$ cat config.mk
export PLATFORM = sky130hd
export DESIGN_NAME = butterfly_inv_dit
export DESIGN_NICKNAME = d
export VERILOG_FILES = /design/src/rtl/fft_pkg.sv /design/src/rtl/cmul_conj_pipe.sv /design/src/rtl/butterfly_inv_dit.sv
export SDC_FILE = /design/constraint.sdc
export NUM_CORES = 2
export LEC_CHECK = 0
export ABC_AREA = 0
export BUFFER_PORTS_ARGS = -buffer_cell sky130_fd_sc_hd__buf_4
export CORE_ASPECT_RATIO = 0.75
export CORE_MARGIN = 8
export CORE_UTILIZATION = 35
export CTS_CLUSTER_DIAMETER = 40
export CTS_CLUSTER_SIZE = 12
export DETAILED_ROUTE_END_ITERATION = 16
export SLEW_MARGIN = 20
export SYNTH_ARGS = -nofsm -noshare
export SYNTH_HDL_FRONTEND = slang
export SYNTH_SLANG_ARGS = --single-unit
$ cat constraint.sdc
create_clock -name clk_i -period 13.7 [get_ports clk_i]
set_input_delay 4.11 -clock clk_i [delete_from_list [all_inputs] [get_ports clk_i]]
set_output_delay 4.11 -clock clk_i [all_outputs]
set_load 0.02 [all_outputs]
$ cat src/rtl/fft_pkg.sv
// fft_pkg: shared types, constants and complex helpers for the 8-point FFT datapath.
package fft_pkg;
   localparam int DATA_WIDTH = 50;
   localparam int COEF = 36;
   localparam int DW = DATA_WIDTH / 2;
   localparam int CW = COEF / 2;
   localparam int N_POINTS = 8;
   localparam int HALF = N_POINTS / 2;
   localparam int TWID_FRAC = 16;
   localparam string TWID_FILE = "coef_data.mem";
   typedef struct packed {
      logic signed [DW-1:0] re;
      logic signed [DW-1:0] im;
   } cplx_t;
   typedef struct packed {
      logic signed [CW-1:0] re;
      logic signed [CW-1:0] im;
   } twid_t;
   typedef struct packed {
      logic signed [DW:0] re;
      logic signed [DW:0] im;
   } cwide_t;
   typedef enum logic [1:0] {IDLE, RUN, HOLD} state_t;
   // W^k = e^(-j2pi k/8) in Q2.16, identical to the contents of TWID_FILE
   localparam twid_t TWID [HALF] = '{
      '{18'sd65536, 18'sd0},
      '{18'sd46341, -18'sd46341},
      '{18'sd0, -18'sd65536},
      '{-18'sd46341, -18'sd46341}
   };
   function automatic cwide_t cplx_add(cplx_t x, cplx_t y);
      return '{(DW+1)'(x.re) + (DW+1)'(y.re), (DW+1)'(x.im) + (DW+1)'(y.im)};
   endfunction
   function automatic cwide_t cplx_sub(cplx_t x, cplx_t y);
      return '{(DW+1)'(x.re) - (DW+1)'(y.re), (DW+1)'(x.im) - (DW+1)'(y.im)};
   endfunction
endpackage

$ cat src/rtl/cmul_conj_pipe.sv
// cmul_conj_pipe: two-stage registered t = b * conj(w), products floor-truncated by TWID_FRAC.
module cmul_conj_pipe
   import fft_pkg::*;
(
   input  logic  clk_i,
   input  logic  rst_ni,
   input  cplx_t b,
   input  twid_t w,
   output cplx_t t
);
   logic signed [DW+CW-1:0] p_rr, p_ii, p_ir, p_ri;
   // sums wrap at 43 bits; only bits [40:16] survive so the lost carry is harmless
   always_ff @(posedge clk_i or negedge rst_ni) begin
      if (!rst_ni) begin
         p_rr <= '0;
         p_ii <= '0;
         p_ir <= '0;
         p_ri <= '0;
         t    <= '0;
      end else begin
         p_rr <= (DW+CW)'(b.re) * (DW+CW)'(w.re);
         p_ii <= (DW+CW)'(b.im) * (DW+CW)'(w.im);
         p_ir <= (DW+CW)'(b.im) * (DW+CW)'(w.re);
         p_ri <= (DW+CW)'(b.re) * (DW+CW)'(w.im);
         t.re <= DW'((p_rr + p_ii) >>> TWID_FRAC);
         t.im <= DW'((p_ir - p_ri) >>> TWID_FRAC);
      end
   end
endmodule

$ cat src/rtl/butterfly_inv_dit.sv
// butterfly_inv_dit: inverse radix-2 DIT butterfly stage, one 8-sample frame per handshake.
// Pairs k=0..3 share a 4-stage pipeline: S1 fetch, S2/S3 conj-multiply, S4 add/sub and write.
module butterfly_inv_dit
   import fft_pkg::*;
#(
   parameter int DATA_WIDTH = fft_pkg::DATA_WIDTH,
   parameter int COEF       = fft_pkg::COEF,
   parameter int SCALE      = 1
) (
   input  logic                  clk_i,
   input  logic                  rst_ni,
   input  logic [DATA_WIDTH-1:0] in_data_i [0:N_POINTS-1],
   input  logic                  in_valid_i,
   output logic                  in_ready_o,
   output logic [DATA_WIDTH-1:0] out_data_o [0:N_POINTS-1],
   output logic                  out_valid_o,
   input  logic                  out_ready_i
);
   state_t state, state_nx;
   cplx_t frame [N_POINTS];
   cplx_t a1, b1, a2, a3, t3;
   logic [COEF-1:0] w1;
   logic [2:0] cnt;
   logic [1:0] k1, k2, k3;
   logic v1, v2, v3, issue, done;
   function automatic cplx_t shr(cwide_t s);
      return '{DW'(s.re >>> SCALE), DW'(s.im >>> SCALE)};
   endfunction
   assign issue = (state == RUN) && !cnt[2];
   assign done = v3 && (k3 == 2'd3);
   always_ff @(posedge clk_i or negedge rst_ni) begin
      if (!rst_ni) state <= IDLE;
      else state <= state_nx;
   end
   always_comb begin
      state_nx = state == IDLE ? (in_valid_i ? RUN : IDLE) :
                 state == RUN  ? (done ? HOLD : RUN) :
                                 (out_ready_i ? IDLE : HOLD);
   end
   always_comb begin
      in_ready_o  = state == IDLE;
      out_valid_o = state == HOLD;
   end
   cmul_conj_pipe u_cmul (
      .clk_i  (clk_i),
      .rst_ni (rst_ni),
      .b      (b1),
      .w      (twid_t'(w1)),
      .t      (t3)
   );
   always_ff @(posedge clk_i or negedge rst_ni) begin
      if (!rst_ni) begin
         for (int i = 0; i < N_POINTS; i++) begin
            frame[i]      <= '0;
            out_data_o[i] <= '0;
         end
         cnt <= '0;
         {v1, v2, v3} <= '0;
         {k1, k2, k3} <= '0;
         {a1, b1, a2, a3} <= '0;
         w1 <= '0;
      end else begin
         if (state == IDLE && in_valid_i) begin
            for (int i = 0; i < N_POINTS; i++) frame[i] <= cplx_t'(in_data_i[i]);
            cnt <= '0;
         end else if (issue) begin
            cnt <= cnt + 3'd1;
         end
         v1 <= issue;
         k1 <= cnt[1:0];
         a1 <= frame[{1'b0, cnt[1:0]}];
         b1 <= frame[{1'b1, cnt[1:0]}];
         w1 <= TWID[cnt[1:0]];
         {v2, k2, a2} <= {v1, k1, a1};
         {v3, k3, a3} <= {v2, k2, a2};
         if (v3) begin
            out_data_o[{1'b0, k3}] <= shr(cplx_add(a3, t3));
            out_data_o[{1'b1, k3}] <= shr(cplx_sub(a3, t3));
         end
      end
   end
endmodule
* After elaboration in Yosys (flattened, before gate mapping)
Index checks and enable logic that the tools add are counted.
** Word-level totals
- Input port bits :: 404
- Word-level logic and storage cells :: 103
- Register bits after elaboration :: 1264
** Operators by class
- Multiplexer cells :: 22
- $lt $le $gt $ge :: 7
- Add/sub/neg operators :: 7
- Multipliers :: 4
- Equality and inequality tests :: 3
- Reduce and logical (&&, ||, !) cells :: 8
- Bitwise gates (word level) :: 5
** Operator list (count)
- 400-bit bitwise mux :: 2
- 50-bit binary-select mux with 3-bit select :: 2
- 50-bit demux with 3-bit select :: 2
- 50-bit 2-to-1 mux :: 6
- 25-bit by 18-bit multiplier with 41-bit output :: 4
- 36-bit binary-select mux with 2-bit select :: 1
- 36-bit 2-to-1 mux :: 2
- 25-bit by 25-bit adder with 26-bit output :: 2
- 25-bit by 25-bit subtractor with 26-bit output :: 2
- 41-bit adder :: 1
- 41-bit subtractor :: 1
- 4-bit greater-or-equal comparator, second input constant :: 4
- 4-bit by 1-bit < comparator with 1-bit output, second input constant :: 2
- 2-bit 2-to-1 mux :: 4
- 2-bit inverter with 4-bit output :: 2
- 3-bit inverter with 4-bit output :: 2
- 3-bit 2-to-1 mux :: 2
- 1-bit logical AND :: 5
- 2-bit == test, second input constant :: 2
- 3-bit by 1-bit adder with 3-bit output, second input constant :: 1
- 3-bit greater-or-equal comparator, second input constant :: 1
- 2-bit inverter with 3-bit output :: 1
- 2-bit by 1-bit == test with 1-bit output, second input constant :: 1
- 2-bit logical NOT :: 1
- 3 further kinds :: 3

* Longest topological paths before layout
- Depth after elaboration :: 7
- Mapped depth :: 27
- Gate-level depth less buffers :: 25

* Cells and area by module
Synthesis repeated with hierarchy kept, for this count alone.
** Unflattened totals
- Cell total of the unflattened synthesis :: 12079
- Area, all modules :: 113513.9 µm²
** By module, submodules not included
- cmul_conj_pipe :: instances 1, area an instance 70453.8 µm², cells an instance 7751, sequential area each 5355.1 µm²
- butterfly_inv_dit :: instances 1, area an instance 43060.0 µm², cells an instance 4328, sequential area each 25474.4 µm²

* Worst setup path before layout
Ideal clock, no wire load.
- Path type :: reg2reg
- From :: reg w1[32]
- To :: reg u_cmul.p_ir[37]
- Clock period less this slack :: 7.019 ns
- Buffers on the path :: 2
- Arrival time :: 6.891 ns
- Data required time :: 13.572 ns
- Path slack :: 6.681 ns
- Cell stages (with the launch flop) :: 25
- Path through :: dfrtp_1 clkbuf_1 clkbuf_1 nand2_1 inv_1 fa_1 fa_1 inv_1 fa_1 inv_1 fa_1 fa_1 inv_1 fa_1 inv_1 ha_1 a21o_1 a21o_1 o311ai_0 a31oi_1 o311ai_0 a21boi_0 o21ai_0 a21oi_1 xor2_1
** Between the ends
- Cells in the longest elaborated chain, start to end :: 1
** RTL lines
- start, declared :: line butterfly_inv_dit.sv:22 : logic [COEF-1:0] w1;
- start signal, assigned :: line butterfly_inv_dit.sv:73 : w1 <= TWID[cnt[1:0]];
- 25-bit by 18-bit multiplier with 41-bit output :: line cmul_conj_pipe.sv:23 : p_ir <= (DW+CW)'(b.im) * (DW+CW)'(w.re);
- end signal, assigned :: line cmul_conj_pipe.sv:23
- end, declared :: line cmul_conj_pipe.sv:11 : logic signed [DW+CW-1:0] p_rr, p_ii, p_ir, p_ri;
No other way between the ends.
A chain may end at the register's enable or synchronous reset.

* Worst setup path after layout
- From :: reg w1[32]
- To :: reg u_cmul.p_ir[35]
Same word-level chain as after synthesis.

==> metrics.txt <==
final instance count without filler cells=14400; synth cell count leaders=1945 x inv_1, 1907 x nand2_1, 1294 x fa_1, 1230 x dfrtp_1, 795 x ha_1; placed cells=14100; grt met3 use=5.25%; routed vias/inst=4.77; GRT Total Usage=20.4%; leading area contributor after synthesis=dfrtp_1; share of cells above drive strength 1=12.8%; total CTS buffers=197; final antenna-violating net count=0; router iterations before antenna repair=5; Setup crit end kind=register; first-pass GRT wire length=455000 um; Mapped Cells=9744; Setup crit start kind=register; Post-Syn Area=98100 um^2; Synth area leaders=dfrtp_1 31%, fa_1 26%, ha_1 10%; Die ar.=298000 um^2; most numerous cell in the Yosys netlist=inv_1; fin. max-slew vios=0; CTS Root Cell=clkbuf_16; DIE WIDTH=627 um; ys async rst share=100%; Core Area=279000 um^2; FF+latch count, synth=1230; CP arrival=9.32 ns; drt wl/cell=21.1 um; initial core utilization=35.1%; Avg Cell Area, Syn=10.1 um^2; io pins=806; Rows=168; routed wire length=305000 um; post-synthesis sequential area ratio=31.4%; vias in the first global route=69200; top-area cell type share of the netlist area=31.4%; number of synthesized flops with an enable pin=0; RSZ-0062 raised after global routing=no; Synth Flop Type=dfrtp_1; achievable frequency=116 MHz; DR DRC count=0; vias=68800; Top Usage Layer GRT=met1; GR Util met1=30.9%; Remaining Overflow, GRT=0; Post-CTS Hold Fix Bufs=0; Setup Fix Bufs, Post-CTS=0; clk sinks=1230; final setup vio count=0; clock latency on the worst-skew pair=0.89 ns; Clock transition at path regs=0.06 ns; initial antenna violation count=48; outcome=finished, final reports clean; Yosys warning count=0; Max FO, Critical Path=43; Clock H-tree levels=4; Post-DP HPWL=250000 um; port buffer count=805; fin util=41.3%; worst rel slew slack=14.4%; Max-Cap Viols=0; Hold Path Class=register to register; fin crit share=62.8%; Final Critical Period=8.60 ns; Layout Nets=13000; critical path type=register to register; final hold vios=0; synthesis-to-finish area growth=17.4%; post-cts gate resize count=0; pin count of the biggest net entering global routing=198; Setup Skew=0.112 ns; Worst Tran Pin Value=1.28 ns; Req. time, crit path=14.42 ns; maximum clock insertion buffer count=4; Initial DRC Count=5719; Die Ht=474 um; count of cell types in the netlist=85; Setup TNS=0 ns; GR Layer Usage met2=29.0%; GPL Wtd Cong=0.928; CTS tree=built
==> registers in the layout, summed over array words and instances (netlist names), 3 cells and up <==
signal / flops
a2: 50
a1: 50
w1: 4
cnt: 3
u_cmul.p_ii: 40
u_cmul.p_rr: 41
u_cmul.p_ri: 40
a3: 50
u_cmul.p_ir: 41
u_cmul.t: 50
out_data_o: 400
frame: 400
b1: 50
==> per-layer routing <==
| layer | up-vias | wire length [um] |
|---|---|---|
| li1 | 31800 | - |
| met3 | 375 | 26100 |
| met1 | 34500 | 144000 |
| met4 | 22 | 7690 |
| met5 | - | 142 |
| met2 | 2179 | 127000 |
==> layout by cell type (no fill, tap or decap), drive strengths merged, types with 12 or more instances in the layout <==
| master | n |
|---|---|
| a211o | 14 |
| a211oi | 22 |
| a21o | 117 |
| a21oi | 244 |
| a31oi | 28 |
| and2 | 117 |
| and3 | 36 |
| buf | 874 |
| bufinv | 17 |
| clkbuf | 226 |
| clkinv | 32 |
| clkinvlp | 23 |
| dfrtp | 1230 |
| diode | 21 |
| fa | 1294 |
| ha | 795 |
| inv | 1995 |
| mux2i | 12 |
| mux4 | 100 |
| nand2 | 1907 |
| nand2b | 46 |
| nand3 | 52 |
| nand4 | 20 |
| nor2 | 221 |
| nor2b | 79 |
| nor3 | 58 |
| o211ai | 25 |
| o21a | 29 |
| o21ai | 498 |
| o21bai | 50 |
| o311ai | 13 |
| o31ai | 18 |
| or3 | 14 |
| xnor2 | 221 |
| xor2 | 82 |
==> final cells by class <==
cell class,count,area [um^2]
Inverter,1946,7300
Antenna cell,21,52.6
Fill cell,27500,164000
Multi-Input combinational cell,6276,59000
Clock buffer,226,5240
Clock inverter,121,1420
Tap cell,3740,4680
Timing Repair Buffer,874,6730
Sequential cell,1230,30800
==> through the flow <==
| step | instance area, um^2 | hold WS, ns | worst slack, ns |
|---|---|---|---|
| after floorplan | 98100 | 0.331 | 6.68 |
| after global placement | 108000 | 0.333 | 5.42 |
| after detailed placement | 108000 | 0.335 | 5.31 |
| after CTS | 115000 | 0.332 | 5.21 |
| after global routing | 115000 | 0.341 | 4.71 |
| final | 115000 | 0.332 | 5.10 |
==> critical path: stages (launching register included) <==
cell	delay, ns
dfrtp_2	0.33
buf_4	0.52
nand2_1	0.53
inv_1	0.36
fa_1	0.50
fa_1	0.57
inv_1	0.06
fa_1	0.50
inv_1	0.05
fa_1	0.44
fa_1	0.51
inv_1	0.05
fa_1	0.47
inv_1	0.04
ha_1	0.33
a21o_1	0.19
a21o_1	0.20
o311ai_0	0.64
a31oi_1	0.35
o311ai_0	0.92
a21boi_0	0.27
o21ai_0	0.28
nor2b_1	0.20
xnor2_1	0.13
==> kinds of logic (layout without fill, tap and decap cells) <==
| group | after synthesis | after routing | synth area share [%] |
|---|---|---|---|
| XOR/XNOR | 303 | 303 | 2.71 |
| AO/OA/AOI/OAI | 1163 | 1163 | 7.22 |
| buffers and inverters | 2239 | 3167 | 8.57 |
| adder cells (fa/ha/maj) | 2089 | 2089 | 36.5 |
| other | 1 | 23 | 0.00382 |
| AND/OR/NAND/NOR | 2601 | 2601 | 11.1 |
| multiplexers | 118 | 118 | 2.49 |
| flip-flops | 1230 | 1230 | 31.4 |
==> final timing paths <==
path	slack (ns)	startpoint	depth (start not counted)	to
worst max-delay path	5.10	w1[32]	23	u_cmul.p_ir[35]
worst min-delay path	0.33	a1[13]	0	a2[13]
worst max register to register	5.10	w1[32]	23	u_cmul.p_ir[35]
worst min register to register	0.33	a1[13]	0	a2[13]
max in group asynchronous	8.06	rst_ni	4	out_data_o[288]
min in group asynchronous	3.21	rst_ni	1	frame[130]
Power is not shown: default switching activity piles up to over one toggle a cycle in this logic, so the estimate is an artifact.
